## src/rtl/mem_bus_initiator.sv

```systemverilog
// Load/store initiator for the memory stage: issues one aligned, byte-enabled bus access,
// waits for the acknowledge or a timeout, and returns extended load data or a fault.
module mem_bus_initiator #(
   parameter int unsigned TIMEOUT_CYCLES = 255,
   parameter int unsigned CNT_W          = 8
) (
   input  logic        clk,
   input  logic        rst,
   input  logic        i_valid,
   input  logic        i_memr,
   input  logic        i_memw,
   input  logic [2:0]  i_memt,
   input  logic [31:0] i_addr,
   input  logic [31:0] i_wdata,
   output logic        o_busy,
   output logic        o_done,
   output logic [31:0] o_rdata,
   output logic        o_fault,
   output logic        o_bus_req,
   output logic        o_bus_we,
   output logic [31:0] o_bus_addr,
   output logic [3:0]  o_bus_be,
   output logic [31:0] o_bus_wdata,
   input  logic        i_bus_ack,
   input  logic [31:0] i_bus_rdata,
   input  logic        i_bus_err
);

   // Access type encoding: codes 0-4 are loads, 5-7 are stores.
   localparam logic [2:0] MtLoadByte   = 3'd0;
   localparam logic [2:0] MtULoadByte  = 3'd1;
   localparam logic [2:0] MtLoadHalf   = 3'd2;
   localparam logic [2:0] MtULoadHalf  = 3'd3;
   localparam logic [2:0] MtLoadWord   = 3'd4;
   localparam logic [2:0] MtStoreByte  = 3'd5;
   localparam logic [2:0] MtStoreHalf  = 3'd6;
   localparam logic [2:0] MtStoreWord  = 3'd7;

   localparam logic [1:0] SzByte = 2'd0;
   localparam logic [1:0] SzHalf = 2'd1;
   localparam logic [1:0] SzWord = 2'd2;

   localparam logic [CNT_W-1:0] CntLast = CNT_W'(TIMEOUT_CYCLES - 1);

   typedef enum logic [1:0] {StIdle, StReq, StDone} state_e;

   state_e      state_q;
   logic        done_q;
   logic        fault_q;
   logic [31:0] rdata_q;
   logic        req_q;
   logic        we_q;
   logic [29:0] word_addr_q;
   logic [3:0]  be_q;
   logic [31:0] wdata_q;
   logic [1:0]  lane_q;
   logic [2:0]  memt_q;
   logic [CNT_W-1:0] cnt_q;

   logic        is_store;
   logic [1:0]  size;
   logic        bad_dir;
   logic        misaligned;
   logic [3:0]  be_new;
   logic [31:0] wdata_new;
   logic [7:0]  byte_lane;
   logic [15:0] half_lane;
   logic [31:0] load_data;

   always_comb begin
      is_store = (i_memt >= MtStoreByte);
      unique case (i_memt)
         MtLoadByte, MtULoadByte, MtStoreByte: size = SzByte;
         MtLoadHalf, MtULoadHalf, MtStoreHalf: size = SzHalf;
         default:                              size = SzWord;
      endcase
      bad_dir    = (i_memr && i_memw) || (i_memr && is_store) || (i_memw && !is_store);
      misaligned = ((size == SzHalf) && i_addr[0]) ||
                   ((size == SzWord) && (i_addr[1:0] != 2'b00));
      be_new    = 4'b1111;
      wdata_new = i_wdata;
      if (size == SzByte) begin
         be_new    = 4'b0001 << i_addr[1:0];
         wdata_new = {24'b0, i_wdata[7:0]} << {i_addr[1:0], 3'b000};
      end else if (size == SzHalf) begin
         be_new    = i_addr[1] ? 4'b1100 : 4'b0011;
         wdata_new = {16'b0, i_wdata[15:0]} << {i_addr[1], 4'b0000};
      end
   end

   always_comb begin
      byte_lane = 8'(i_bus_rdata >> {lane_q, 3'b000});
      half_lane = 16'(i_bus_rdata >> {lane_q[1], 4'b0000});
      unique case (memt_q)
         MtLoadByte:  load_data = {{24{byte_lane[7]}}, byte_lane};
         MtULoadByte: load_data = {24'b0, byte_lane};
         MtLoadHalf:  load_data = {{16{half_lane[15]}}, half_lane};
         MtULoadHalf: load_data = {16'b0, half_lane};
         MtLoadWord:  load_data = i_bus_rdata;
         default:     load_data = 32'b0;
      endcase
   end

   always_ff @(posedge clk or negedge rst) begin
      if (!rst) begin
         state_q     <= StIdle;
         done_q      <= 1'b0;
         fault_q     <= 1'b0;
         rdata_q     <= 32'b0;
         req_q       <= 1'b0;
         we_q        <= 1'b0;
         word_addr_q <= 30'b0;
         be_q        <= 4'b0;
         wdata_q     <= 32'b0;
         lane_q      <= 2'b0;
         memt_q      <= 3'b0;
         cnt_q       <= '0;
      end else begin
         unique case (state_q)
            StIdle: begin
               if (i_valid && (i_memr || i_memw)) begin
                  if (bad_dir || misaligned) begin
                     state_q <= StDone;
                     done_q  <= 1'b1;
                     fault_q <= 1'b1;
                     rdata_q <= 32'b0;
                  end else begin
                     state_q     <= StReq;
                     req_q       <= 1'b1;
                     we_q        <= i_memw;
                     word_addr_q <= i_addr[31:2];
                     be_q        <= be_new;
                     wdata_q     <= wdata_new;
                     lane_q      <= i_addr[1:0];
                     memt_q      <= i_memt;
                     cnt_q       <= '0;
                  end
               end
            end
            StReq: begin
               // Ack is checked first so an ack on the expiry cycle still succeeds.
               if (i_bus_ack) begin
                  state_q <= StDone;
                  req_q   <= 1'b0;
                  done_q  <= 1'b1;
                  fault_q <= i_bus_err;
                  rdata_q <= i_bus_err ? 32'b0 : load_data;
               end else if (cnt_q == CntLast) begin
                  state_q <= StDone;
                  req_q   <= 1'b0;
                  done_q  <= 1'b1;
                  fault_q <= 1'b1;
                  rdata_q <= 32'b0;
               end else begin
                  cnt_q <= cnt_q + 1'b1;
               end
            end
            StDone: begin
               state_q <= StIdle;
               done_q  <= 1'b0;
               fault_q <= 1'b0;
               rdata_q <= 32'b0;
            end
            default: state_q <= StIdle;
         endcase
      end
   end

   assign o_busy      = (state_q != StIdle);
   assign o_done      = done_q;
   assign o_fault     = fault_q;
   assign o_rdata     = rdata_q;
   assign o_bus_req   = req_q;
   assign o_bus_we    = we_q;
   assign o_bus_addr  = {word_addr_q, 2'b00};
   assign o_bus_be    = be_q;
   assign o_bus_wdata = wdata_q;

endmodule
```

## config.mk

```make
export PLATFORM = sky130hd
export DESIGN_NAME = mem_bus_initiator
export DESIGN_NICKNAME = d
export VERILOG_FILES = /design/src/rtl/mem_bus_initiator.sv
export SDC_FILE = /design/constraint.sdc
export NUM_CORES = 1
export LEC_CHECK = 0
export BUFFER_PORTS_ARGS = -buffer_cell sky130_fd_sc_hd__buf_2
export CAP_MARGIN = 0
export CELL_PAD_IN_SITES_DETAIL_PLACEMENT = 2
export CELL_PAD_IN_SITES_GLOBAL_PLACEMENT = 2
export CORE_MARGIN = 1
export CORE_UTILIZATION = 32
export DETAILED_ROUTE_END_ITERATION = 10
export PLACE_DENSITY = 0.93
export SLEW_MARGIN = 20
export SYNTH_ARGS = -nofsm -noshare
export SYNTH_HDL_FRONTEND = slang
export SYNTH_SLANG_ARGS = --single-unit
```

## constraint.sdc

```tcl
create_clock -name clk -period 5.5 [get_ports clk]
set_clock_uncertainty 0.2 [all_clocks]
set_input_delay 0.55 -clock clk [delete_from_list [all_inputs] [get_ports clk]]
set_output_delay 0.55 -clock clk [all_outputs]
set_load 0.01 [all_outputs]
```

==> flow_summary.json <==
{
  "routed_wl_um": 20800,
  "dp_hpwl_um": 15200,
  "period_minus_slack_ns": 3.01,
  "io_pins": 211,
  "start_util_pct": 32.6,
  "status": "completed",
  "cts_resized": 0,
  "ys_async_sr_fraction_pct": 100,
  "critPathLaunchType": "register",
  "synth_cell_types": 52,
  "synth_flop_cell": "dfrtp_1",
  "grt_pass1_wl_um": 32700,
  "syn-cell-area_um2": 5630,
  "synth_top_family_by_area": "compound AO/OA/AOI/OAI gates",
  "rsz0062_at_grt": "no",
  "cp-end-kind": "register",
  "synth_simple_gate_area_share_pct": 12.8,
  "rows": 48,
  "ys_seq_area_share_pct": 52.0,
  "clock.fmax_mhz": 332,
  "grt_usage_pct": 23.8,
  "worst_pin_slew_ns": 1.10,
  "ir_drop_uv": 246,
  "syn_inst": 550,
  "overflow": 0,
  "hold_class": "input port to asynchronous set/reset pin",
  "synth-edff-count": 0,
  "drt_iter0_drc": 316,
  "maxCapViolations": 0,
  "tns_ns": 0,
  "cts_hold_buf": 0,
  "m1WireLength_um": 8640,
  "dieArea_um2": 18100,
  "final_area_um2": 7380,
  "cts_tree": "done",
  "vias": 5329,
  "cts.sinks": 117,
  "final_hold_viol_count": 0,
  "synth_compound_area_share_pct": 20.1,
  "grt_pass1_vias": 5968,
  "met2_length_um": 10500,
  "clk_path_buf_depth": 2,
  "yosys_warnings": 0,
  "die_h_um": 135,
  "period_share_pct": 54.7,
  "remaining_drc_errors": 0,
  "clk_pin_slew_ns": 0.06,
  "drtAntennaViolNets": 0,
  "core-area_um2": 17200,
  "critPathMaxFanout": 102,
  "cts_buffers": 17,
  "cp.arrival_ns": 3.10,
  "synth-xor-area-share_pct": 0,
  "drive_gt1_share_pct": 35.0,
  "place_area_um2": 6790,
  "antenna_found_initial": 2,
  "synth_top_area_share_pct": 52.0,
  "final-setup-viol-count": 0,
  "synth_seq_cells": 117,
  "synth_fa_ha_area_share_pct": 1.11,
  "top_layer_used": "met4",
  "avgSynthCellArea_um2": 10.2,
  "grt_max_degree": 103,
  "routed-wl-met3_um": 1060,
  "required_ns": 5.59,
  "post_cts_buffers": 0,
  "wire_per_inst_um": 21.2,
  "leakagePower_nw": 3.59,
  "relSlewSlack_pct": 26.8,
  "place.gp.congestion": 0.863,
  "root_buffer": "clkbuf_16",
  "yosysTopAreaCell": "dfrtp_1",
  "clock_latency_ns": 0.41,
  "h-tree-depth": 4,
  "muxShareOfSynthArea_pct": 9.74,
  "die_w_um": 135,
  "drtPass1Iterations": 4,
  "io_buffers": 208,
  "worstSetupPathType": "register to register",
  "drv_slew": 0,
  "power_density_nw_per_um2": 519,
  "vias_per_cell": 5.44,
  "nets": 851,
  "area_delta_synth_final_pct": 31.2,
  "synthTopCellsByArea": "dfrtp_1, nand2_1, mux2_1"
}
stage by stage:
step	hold slack, ns	setup slack, ns	power [mW]	utilization [%]	std cells
5_1_grt	0.106	2.23	4.07	42.8	978
6_report	0.0434	2.49	3.83	42.8	979
4_1_cts	0.0639	1.75	3.87	42.6	977
2_1_floorplan	0.0544	3.21	2.17	-	551
3_5_place_dp	0.260	1.59	2.78	39.4	946
3_3_place_gp	0.254	1.75	2.67	39.4	946
where the power goes:
| group | switching [mW] | internal (mW) | total (mW) |
|---|---|---|---|
| registers | 0.227 | 1.16 | 1.38 |
| logic | 0.850 | 0.535 | 1.39 |
| clock network | 0.398 | 0.665 | 1.06 |
cell type report:
type / instances / area, µm²
Clock buffer: 23 / 488
Inverter: 10 / 37.5
Multi-Input combinational cell: 384 / 2510
Sequential cell: 117 / 2930
Clock inverter: 8 / 75.1
Antenna cell: 2 / 5.00
Fill cell: 1918 / 9860
Tap cell: 225 / 282
Timing Repair Buffer: 210 / 1060
state kept, by name, indices dropped and copies added (netlist names), 2 cells and up:
signal / flops
lane_q: 2
word_addr_q: 30
o_bus_be: 4
cnt_q: 8
o_bus_wdata: 32
state_q: 2
memt_q: 3
o_rdata: 32
synth_stat cells, types with 3 or more instances:
library cell    n
a211oi_1        3
a21boi_0        3
a21oi_1        30
a221oi_1        8
a222oi_1        7
a22oi_1         8
a31oi_1         8
a32oi_1         9
and2_1          3
buf_1           6
buf_2          12
buf_6           3
clkbuf_1       17
dfrtp_1       117
ha_1            5
inv_1          10
mux2_1         32
mux2_2         14
mux2i_1         3
nand2_1       102
nand2b_1        7
nand3_1        21
nor2_1          6
nor2b_1         6
o21ai_0        39
o21ai_1         3
o31ai_1        36
or4_1           3
critical path: stages, from the launching register on:
cell and delay (ns):
dfrtp_1 0.39, inv_1 0.12, ha_1 0.23, inv_1 0.14, a2111oi_4 0.76, nand2_8 0.52, mux2_1 0.50
kinds of logic (layout without fill, tap and decap cells):
family,Yosys count,after routing
simple gates,160,160
flops,117,117
buf+inv,50,251
mux,49,49
compound gates,168,168
other cells,1,4
fa+ha+maj,5,5
metal layers:
layer  GRT usage (%)  vias up
li1                -     2388
met3            4.35       42
met4            10.5        0
met1            29.0     2689
met2            40.9      210
met5               0        -
cell usage in the layout (no fill, tap or decap), drive strengths merged, types with 8 or more instances in the layout:
cell type and instances:
o31ai 36, a21oi 30, mux2 46, dfrtp 117
inv 10, a221oi 8, a32oi 9, o21ai 42
nand3 21, a22oi 8, buf 210, a31oi 8
nand2 102, clkbuf 23
path summary, 6_finish.rpt:
check	start	end	slack, ns	cells past startpoint
hold reg to reg	o_rdata[15]$_DFFE_PN0P_	o_rdata[15]$_DFFE_PN0P_	0.27	2
max in group asynchronous	rst	memt_q[2]$_DFFE_PN0P_	3.79	2
setup / recovery	state_q[1]$_DFFE_PN0P_	word_addr_q[14]$_DFFE_PN0P_	2.49	6
hold / removal	rst	o_rdata[24]$_DFFE_PN0P_	0.04	1
setup reg to reg	state_q[1]$_DFFE_PN0P_	word_addr_q[14]$_DFFE_PN0P_	2.49	6
min in group clk	i_addr[18]	word_addr_q[16]$_DFFE_PN0P_	0.15	2
(Power assumes the default switching activity.)
